[src/rtl/sprite_line_select.sv]
// sprite_line_select: per-pixel frontmost-object resolver with a per-scanline slot prefetch (optional SPRITE_FLIP_EN).
// Latency: 2 vga_clk cycles from row_addr/col_addr to outputs; the line pre-scan takes OBJ_NUM+2 cycles after a row change.
// Backpressure: none; table writes are always accepted and the pixel path is free-running.
module sprite_line_select #(
    parameter int         OBJ_NUM    = 32,
    parameter int         LINE_SLOTS = 8,
    parameter logic [5:0] BG_TYPE    = 6'd0,
    parameter int         BG_TILE    = 16
) (
    input  logic                       vga_clk,
    input  logic                       clrn,
    input  logic [8:0]                 row_addr,
    input  logic [9:0]                 col_addr,
    input  logic                       obj_we,
    input  logic [$clog2(OBJ_NUM)-1:0] obj_idx,
    input  logic                       obj_valid,
    input  logic [5:0]                 obj_type,
    input  logic [10:0]                obj_x,
    input  logic [10:0]                obj_y,
    input  logic [10:0]                obj_hgt,
    input  logic [10:0]                obj_wid,
    input  logic                       obj_flip,
    // "type" is a reserved word, so the sprite select output is named sprite_type
    output logic [5:0]                 sprite_type,
    output logic [10:0]                h,
    output logic [10:0]                w,
    output logic [11:0]                mask,
    output logic                       line_full
);

    localparam int IDXW = $clog2(OBJ_NUM);
    localparam int SLW  = $clog2(LINE_SLOTS);
    localparam int SCW  = SLW + 1;

    typedef struct packed {
        logic [5:0]  typ;
        logic [10:0] x;
        logic [10:0] y;
        logic [10:0] hgt;
        logic [10:0] wid;
`ifdef SPRITE_FLIP_EN
        logic        flip;
`endif
    } obj_t;

    typedef enum logic [1:0] {S_IDLE, S_CLEAR, S_SCAN, S_DONE} state_t;

    // object table
    logic [OBJ_NUM-1:0]    r_tbl_vld;
    obj_t                  r_tbl [OBJ_NUM];
    obj_t                  w_wr_obj;

    // ping-pong line buffers, indexed by buffer then slot
    logic [LINE_SLOTS-1:0] r_slot_vld [2];
    obj_t                  r_slot [2][LINE_SLOTS];

    // scan state
    state_t                r_state;
    logic                  r_act;
    logic                  w_shd;
    logic [8:0]            r_row_prev;
    logic [11:0]           r_target;
    logic [IDXW-1:0]       r_scan_idx;
    logic [SCW-1:0]        r_slot_cnt;
    logic                  r_shadow_ovf;
    logic                  w_trigger;
    obj_t                  w_scan_obj;
    logic                  w_scan_hit;

    // pixel path
    logic [8:0]            r_row;
    logic [9:0]            r_col;
    logic                  w_hit;
    obj_t                  w_hit_obj;
    logic                  w_blank;
    logic [10:0]           w_row_off;
    logic [10:0]           w_col_off;
    logic [10:0]           w_w_hit;

`ifndef SPRITE_FLIP_EN
    logic                  w_unused_flip;
    assign w_unused_flip = obj_flip;
`endif

    // pack write-port fields into a table entry
    always_comb begin
        w_wr_obj      = '0;
        w_wr_obj.typ  = obj_type;
        w_wr_obj.x    = obj_x;
        w_wr_obj.y    = obj_y;
        w_wr_obj.hgt  = obj_hgt;
        w_wr_obj.wid  = obj_wid;
`ifdef SPRITE_FLIP_EN
        w_wr_obj.flip = obj_flip;
`endif
    end

    // object table writes from game logic
    always_ff @(posedge vga_clk or negedge clrn) begin
        if (!clrn) begin
            r_tbl_vld <= '0;
            for (int i = 0; i < OBJ_NUM; i++) r_tbl[i] <= '0;
        end else if (obj_we) begin
            r_tbl_vld[obj_idx] <= obj_valid;
            r_tbl[obj_idx]     <= w_wr_obj;
        end
    end

    assign w_shd      = ~r_act;
    assign w_trigger  = (row_addr != r_row_prev);
    assign w_scan_obj = r_tbl[r_scan_idx];
    // 12-bit compare so y+hgt cannot wrap
    assign w_scan_hit = r_tbl_vld[r_scan_idx] &&
                        ({1'b0, w_scan_obj.y} <= r_target) &&
                        (r_target < ({1'b0, w_scan_obj.y} + {1'b0, w_scan_obj.hgt}));

    // line pre-scan FSM: swap buffers on a new row, then fill the shadow for the next row
    always_ff @(posedge vga_clk or negedge clrn) begin
        if (!clrn) begin
            r_state      <= S_IDLE;
            r_act        <= 1'b0;
            r_row_prev   <= '0;
            r_target     <= '0;
            r_scan_idx   <= '0;
            r_slot_cnt   <= '0;
            r_shadow_ovf <= 1'b0;
            line_full    <= 1'b0;
            for (int b = 0; b < 2; b++) begin
                r_slot_vld[b] <= '0;
                for (int s = 0; s < LINE_SLOTS; s++) r_slot[b][s] <= '0;
            end
        end else if (w_trigger) begin
            r_row_prev <= row_addr;
            r_act      <= ~r_act;
            line_full  <= r_shadow_ovf;
            r_target   <= (row_addr == 9'd479) ? 12'd0 : ({3'b000, row_addr} + 12'd1);
            r_state    <= S_CLEAR;
        end else begin
            case (r_state)
                S_CLEAR: begin
                    r_slot_vld[w_shd] <= '0;
                    r_slot_cnt        <= '0;
                    r_shadow_ovf      <= 1'b0;
                    r_scan_idx        <= '0;
                    r_state           <= S_SCAN;
                end
                S_SCAN: begin
                    if (w_scan_hit) begin
                        if (r_slot_cnt < SCW'(LINE_SLOTS)) begin
                            r_slot[w_shd][r_slot_cnt[SLW-1:0]]     <= w_scan_obj;
                            r_slot_vld[w_shd][r_slot_cnt[SLW-1:0]] <= 1'b1;
                            r_slot_cnt                             <= r_slot_cnt + 1'b1;
                        end else begin
                            r_shadow_ovf <= 1'b1;
                        end
                    end
                    if (r_scan_idx == IDXW'(OBJ_NUM - 1)) r_state <= S_DONE;
                    r_scan_idx <= r_scan_idx + 1'b1;
                end
                S_DONE:  r_state <= S_IDLE;
                default: r_state <= S_IDLE;
            endcase
        end
    end

    // stage 1: register the pixel coordinate
    always_ff @(posedge vga_clk or negedge clrn) begin
        if (!clrn) begin
            r_row <= '0;
            r_col <= '0;
        end else begin
            r_row <= row_addr;
            r_col <= col_addr;
        end
    end

    // frontmost active slot covering the column (lowest slot index wins)
    always_comb begin
        w_hit     = 1'b0;
        w_hit_obj = '0;
        for (int j = LINE_SLOTS - 1; j >= 0; j--) begin
            if (r_slot_vld[r_act][j] &&
                ({1'b0, r_slot[r_act][j].x} <= {2'b00, r_col}) &&
                ({2'b00, r_col} < ({1'b0, r_slot[r_act][j].x} + {1'b0, r_slot[r_act][j].wid}))) begin
                w_hit     = 1'b1;
                w_hit_obj = r_slot[r_act][j];
            end
        end
    end

    assign w_blank   = (r_col >= 10'd640) || (r_row >= 9'd480);
    assign w_row_off = {2'b00, r_row} - w_hit_obj.y;
    assign w_col_off = {1'b0, r_col} - w_hit_obj.x;
`ifdef SPRITE_FLIP_EN
    assign w_w_hit   = w_hit_obj.flip ? (w_hit_obj.wid - 11'd1 - w_col_off) : w_col_off;
`else
    assign w_w_hit   = w_col_off;
`endif

    // stage 2: registered sprite select, offsets and mask
    always_ff @(posedge vga_clk or negedge clrn) begin
        if (!clrn) begin
            sprite_type <= BG_TYPE;
            h           <= '0;
            w           <= '0;
            mask        <= '0;
        end else if (w_hit && !w_blank) begin
            sprite_type <= w_hit_obj.typ;
            h           <= w_row_off;
            w           <= w_w_hit;
            mask        <= 12'hFFF;
        end else begin
            sprite_type <= BG_TYPE;
            h           <= {2'b00, r_row} & 11'(BG_TILE - 1);
            w           <= {1'b0, r_col} & 11'(BG_TILE - 1);
            mask        <= w_blank ? 12'h000 : 12'hFFF;
        end
    end

endmodule

[config.mk]
export PLATFORM = sky130hd
export DESIGN_NAME = sprite_line_select
export DESIGN_NICKNAME = d
export VERILOG_FILES = /design/src/rtl/sprite_line_select.sv
export SDC_FILE = /design/constraint.sdc
export NUM_CORES = 2
export LEC_CHECK = 0
export CAP_MARGIN = 15
export CORE_UTILIZATION = 50
export CTS_CLUSTER_SIZE = 28
export DETAILED_ROUTE_END_ITERATION = 12
export PLACE_DENSITY = 0.66
export SYNTH_ARGS = -nofsm -noshare
export SYNTH_HDL_FRONTEND = slang
export SYNTH_SLANG_ARGS = --single-unit
export TNS_END_PERCENT = 30
[constraint.sdc]
create_clock -name vga_clk -period 17.1 [get_ports vga_clk]
set_clock_uncertainty 0.05 [all_clocks]
set_input_delay 3.42 -clock vga_clk [delete_from_list [all_inputs] [get_ports vga_clk]]
set_output_delay 3.42 -clock vga_clk [all_outputs]
set_load 0.005 [all_outputs]
==> reports/results.txt <==
CTS sink cnt = 2353
Post-Syn Area = 112000 um2
P_leak = 0.0550 uW
Worst Path Required = 17.75 ns
clock root cell = clkbuf_16
Avg WL per Cell = 26.4 um
Worst Hold Launch = r_slot[798]
slowest CP cell = buf_4
Max stage delay on crit path = 0.80 ns
DR iter-0 viols = 5787
Psw = 3480 uW
Vias = 69000
post-synthesis net count = 8761
total gr overflow = 0
CTS buffer count = 239
Sequential Power Share = 0.480
Int Pwr = 10500 uW
combinational power share = 0.132
nets@finish = 8559
DIE WIDTH = 476 um
setup TNS = 0 ns
vias in the first global route = 71800
Worst-Margin Slew = 1.36 ns
# IOs = 120
initial antenna violation count = 23
Initial Util = 0.504
CTS clock-pin slew for the worst setup and hold paths = 0.06 ns
FFs w/ async S/R, synth = 1.00
P per Cell Area = 112 nW/um2
CTS resizes = 0
routability cong. = 0.869
Relative slew margins = 0.0692
share of cells above drive strength 1 = 0.359
TritonRoute pass-1 iters = 8
overall power = 14000 uW
CP Capture Type = register
Post-synth EDFFs = 0
Critical R2R Capture = h[9]
max-slew violations = 0
FF+latch count, synth = 2353
post-DP HPWL = 173000 um
area grow syn2layout = 10.9%
postcts setup bufs = 0
Hold Path Cell Cnt = 2
GRT Util Overall = 0.265
unrepaired setup endpoints after global routing = no
period utilization = 0.557
dominant synthesized flop cell = dfrtp_1
critical path type = reg -> reg
min-delay worst type = reg -> reg
post-route ant nets = 0
fin crit period = 9.53 ns
critical path arrival = 10.18 ns
Total Wirelength = 299000 um
critical path fanouts, max = 112
synth warn = 0
Vias/cell = 6.08
largest net degree at the start of global routing = 193
syn avg cell area = 13.4 um2
Clk Latency, worst-skew pair = 0.91 ns
CP top delay family = compound AO/OA/AOI/OAI gates
worst r2r src = r_act
WHS Endpoint = r_slot[798]
Reg2Reg Depth = 31
CTS Hold Bufs = 0
Die Footprint = 227000 um2
Seq/Total Area, Yosys = 0.524
setup violators final = 0
PortBufs = 118
Clock Tree Buf Depth = 3
Mapped Cells = 8376
Worst setup SP type = register
first-pass GRT wire length = 456000 um
Critical path buffers and inverters = 4
H-tree Lvls = 4
Peak VDD IR = 0.0924 mV
Sw Ratio = 0.249
most frequent CP cell = a21o_1
Die Ht = 476 um
Yosys cell types = 78
flop-to-flop setup slack = 7.57 ns
Hold Fails Final Rpt = 0
Row Count = 173
core area = 223000 um2
fillcell total = 18100
outcome = complete, no violations
# Max-Cap Violations = 0
DR DRC count = 0
TritonCTS clock tree = done
clock network power share = 0.388
max frequency = 0.105 GHz
==> through the flow <==
stage	hold WS (ns)	cells	worst slack [ns]	utilization	cell area [um2]
finish	0.420	11400	7.57	0.559	125000
global route	0.435	11400	7.03	0.559	125000
CTS	0.426	11300	7.53	0.559	125000
detailed placement	0.413	10900	7.61	0.522	116000
global placement	0.403	10900	7.67	0.522	116000
floorplan	0.392	8376	8.39	-	112000
==> registers in the layout (all words and copies together), names as in the netlist, 10 cells and up <==
name	cells
h	11
r_tbl_vld	32
r_tbl	1600
w	11
r_slot_vld	16
r_slot	624
r_target	10
r_col	10
==> cell usage in the layout (no fill, tap or decap), types with 27 or more instances in the layout <==
cell type / netlist / layout
dfrtp_1: 2353 / 2347
nand3_1: 61 / 58
nand2b_1: 29 / 29
a31oi_1: 27 / 27
buf_4: 15 / 139
a21oi_1: 90 / 90
mux2_2: 1860 / 1860
clkinv_2: 0 / 39
o21ai_0: 645 / 645
nor2_1: 145 / 128
inv_1: 83 / 83
o21ai_1: 74 / 74
clkbuf_16: 0 / 241
ha_1: 295 / 295
clkbuf_8: 0 / 63
xnor2_1: 45 / 45
a21o_1: 61 / 61
nor3_1: 35 / 35
mux4_2: 510 / 510
clkbuf_1: 485 / 55
nand2_1: 745 / 729
xor2_1: 49 / 49
clkdlybuf4s50_1: 0 / 117
mux2i_1: 131 / 111
a221oi_1: 28 / 28
nor2b_1: 39 / 39
a211oi_1: 49 / 49
==> logic make-up (layout without fill, tap and decap cells) <==
group                    Yosys count  after routing  share of synthesized area
AO/OA/AOI/OAI                   1163           1163                     0.0613
XOR/XNOR                          94             94                    0.00732
adder cells (fa/ha/maj)          306            306                     0.0348
buffers and inverters            798            799                     0.0284
flip-flops                      2353           2353                      0.524
multiplexers                    2501           2501                      0.300
other                              0              5                          0
AND/OR/NAND/NOR                 1161           1161                     0.0446
==> worst max-delay path by stage <==
stage / cells past startpoint / endpoint / slack (ns) / start
after floorplan: 39 / h[9] / 8.39 / r_act
after global placement: 31 / h[9] / 7.67 / r_act
after detailed placement: 31 / h[9] / 7.61 / r_act
after CTS: 31 / h[9] / 7.53 / r_act
after global routing: 31 / h[9] / 7.03 / r_act
final: 31 / h[9] / 7.57 / r_act
==> worst min-delay path, delay by kind of cell, from the launching register on <==
kind / cells / cell delay, ns
AOI/OAI and AO/OA: 1 / 0.06
DFF: 1 / 0.33
and+or+nand+nor: 1 / 0.04
==> cell usage after synthesis, drive strengths merged (16+ instances only) <==
cell,number,area share
ha,295,0.033
a31oi,27,0.0015
inv,83,0.0028
nor2,145,0.0048
nand3,70,0.0035
o21bai,16,0.0011
mux4,510,0.10
mux2,1860,0.19
nor2b,39,0.0022
o22ai,16,0.00089
buf,230,0.0095
o21a,24,0.0016
and2,22,0.0012
nand4,20,0.0011
xor2,49,0.0038
mux2i,131,0.012
nand2,745,0.025
o21ai,719,0.032
a21o,61,0.0041
a21oi,90,0.0040
nand2b,29,0.0016
a211oi,50,0.0034
nor3,35,0.0016
dfrtp,2353,0.52
clkbuf,485,0.016
a221oi,28,0.0022
xnor2,45,0.0035
o211ai,18,0.0012
==> layout make-up <==
cell class	count	area, um2	share of cell area
clock inverters	85	1150	0.00926
repair buffers	272	2530	0.0203
multi-input cells	5225	51000	0.409
inverters	83	312	0.00250
clock buffers	359	7100	0.0570
flip-flops and latches	2353	58900	0.472
well taps	2975	3720	0.0299
diodes	5	12.5	0.000100
==> power groups by stage <==
stage / Combinational, uW / Sequential, uW / Clock (uW)
floorplan: 1320 / 6650 / 0
global placement: 1780 / 6720 / 0
detailed placement: 1850 / 6790 / 0
CTS: 1860 / 6690 / 5510
global route: 1990 / 6780 / 5740
finish: 1840 / 6700 / 5430
==> metal layers <==
layer | routed length, um | track usage | vias to the layer above
met1 | 131000 | 0.367 | 36700
met4 | 7530 | 0.0707 | 10
met2 | 145000 | 0.436 | 1749
met5 | 66 | 0 | -
met3 | 15900 | 0.0412 | 458
li1 | - | - | 30100
(Power assumes the default switching activity.)
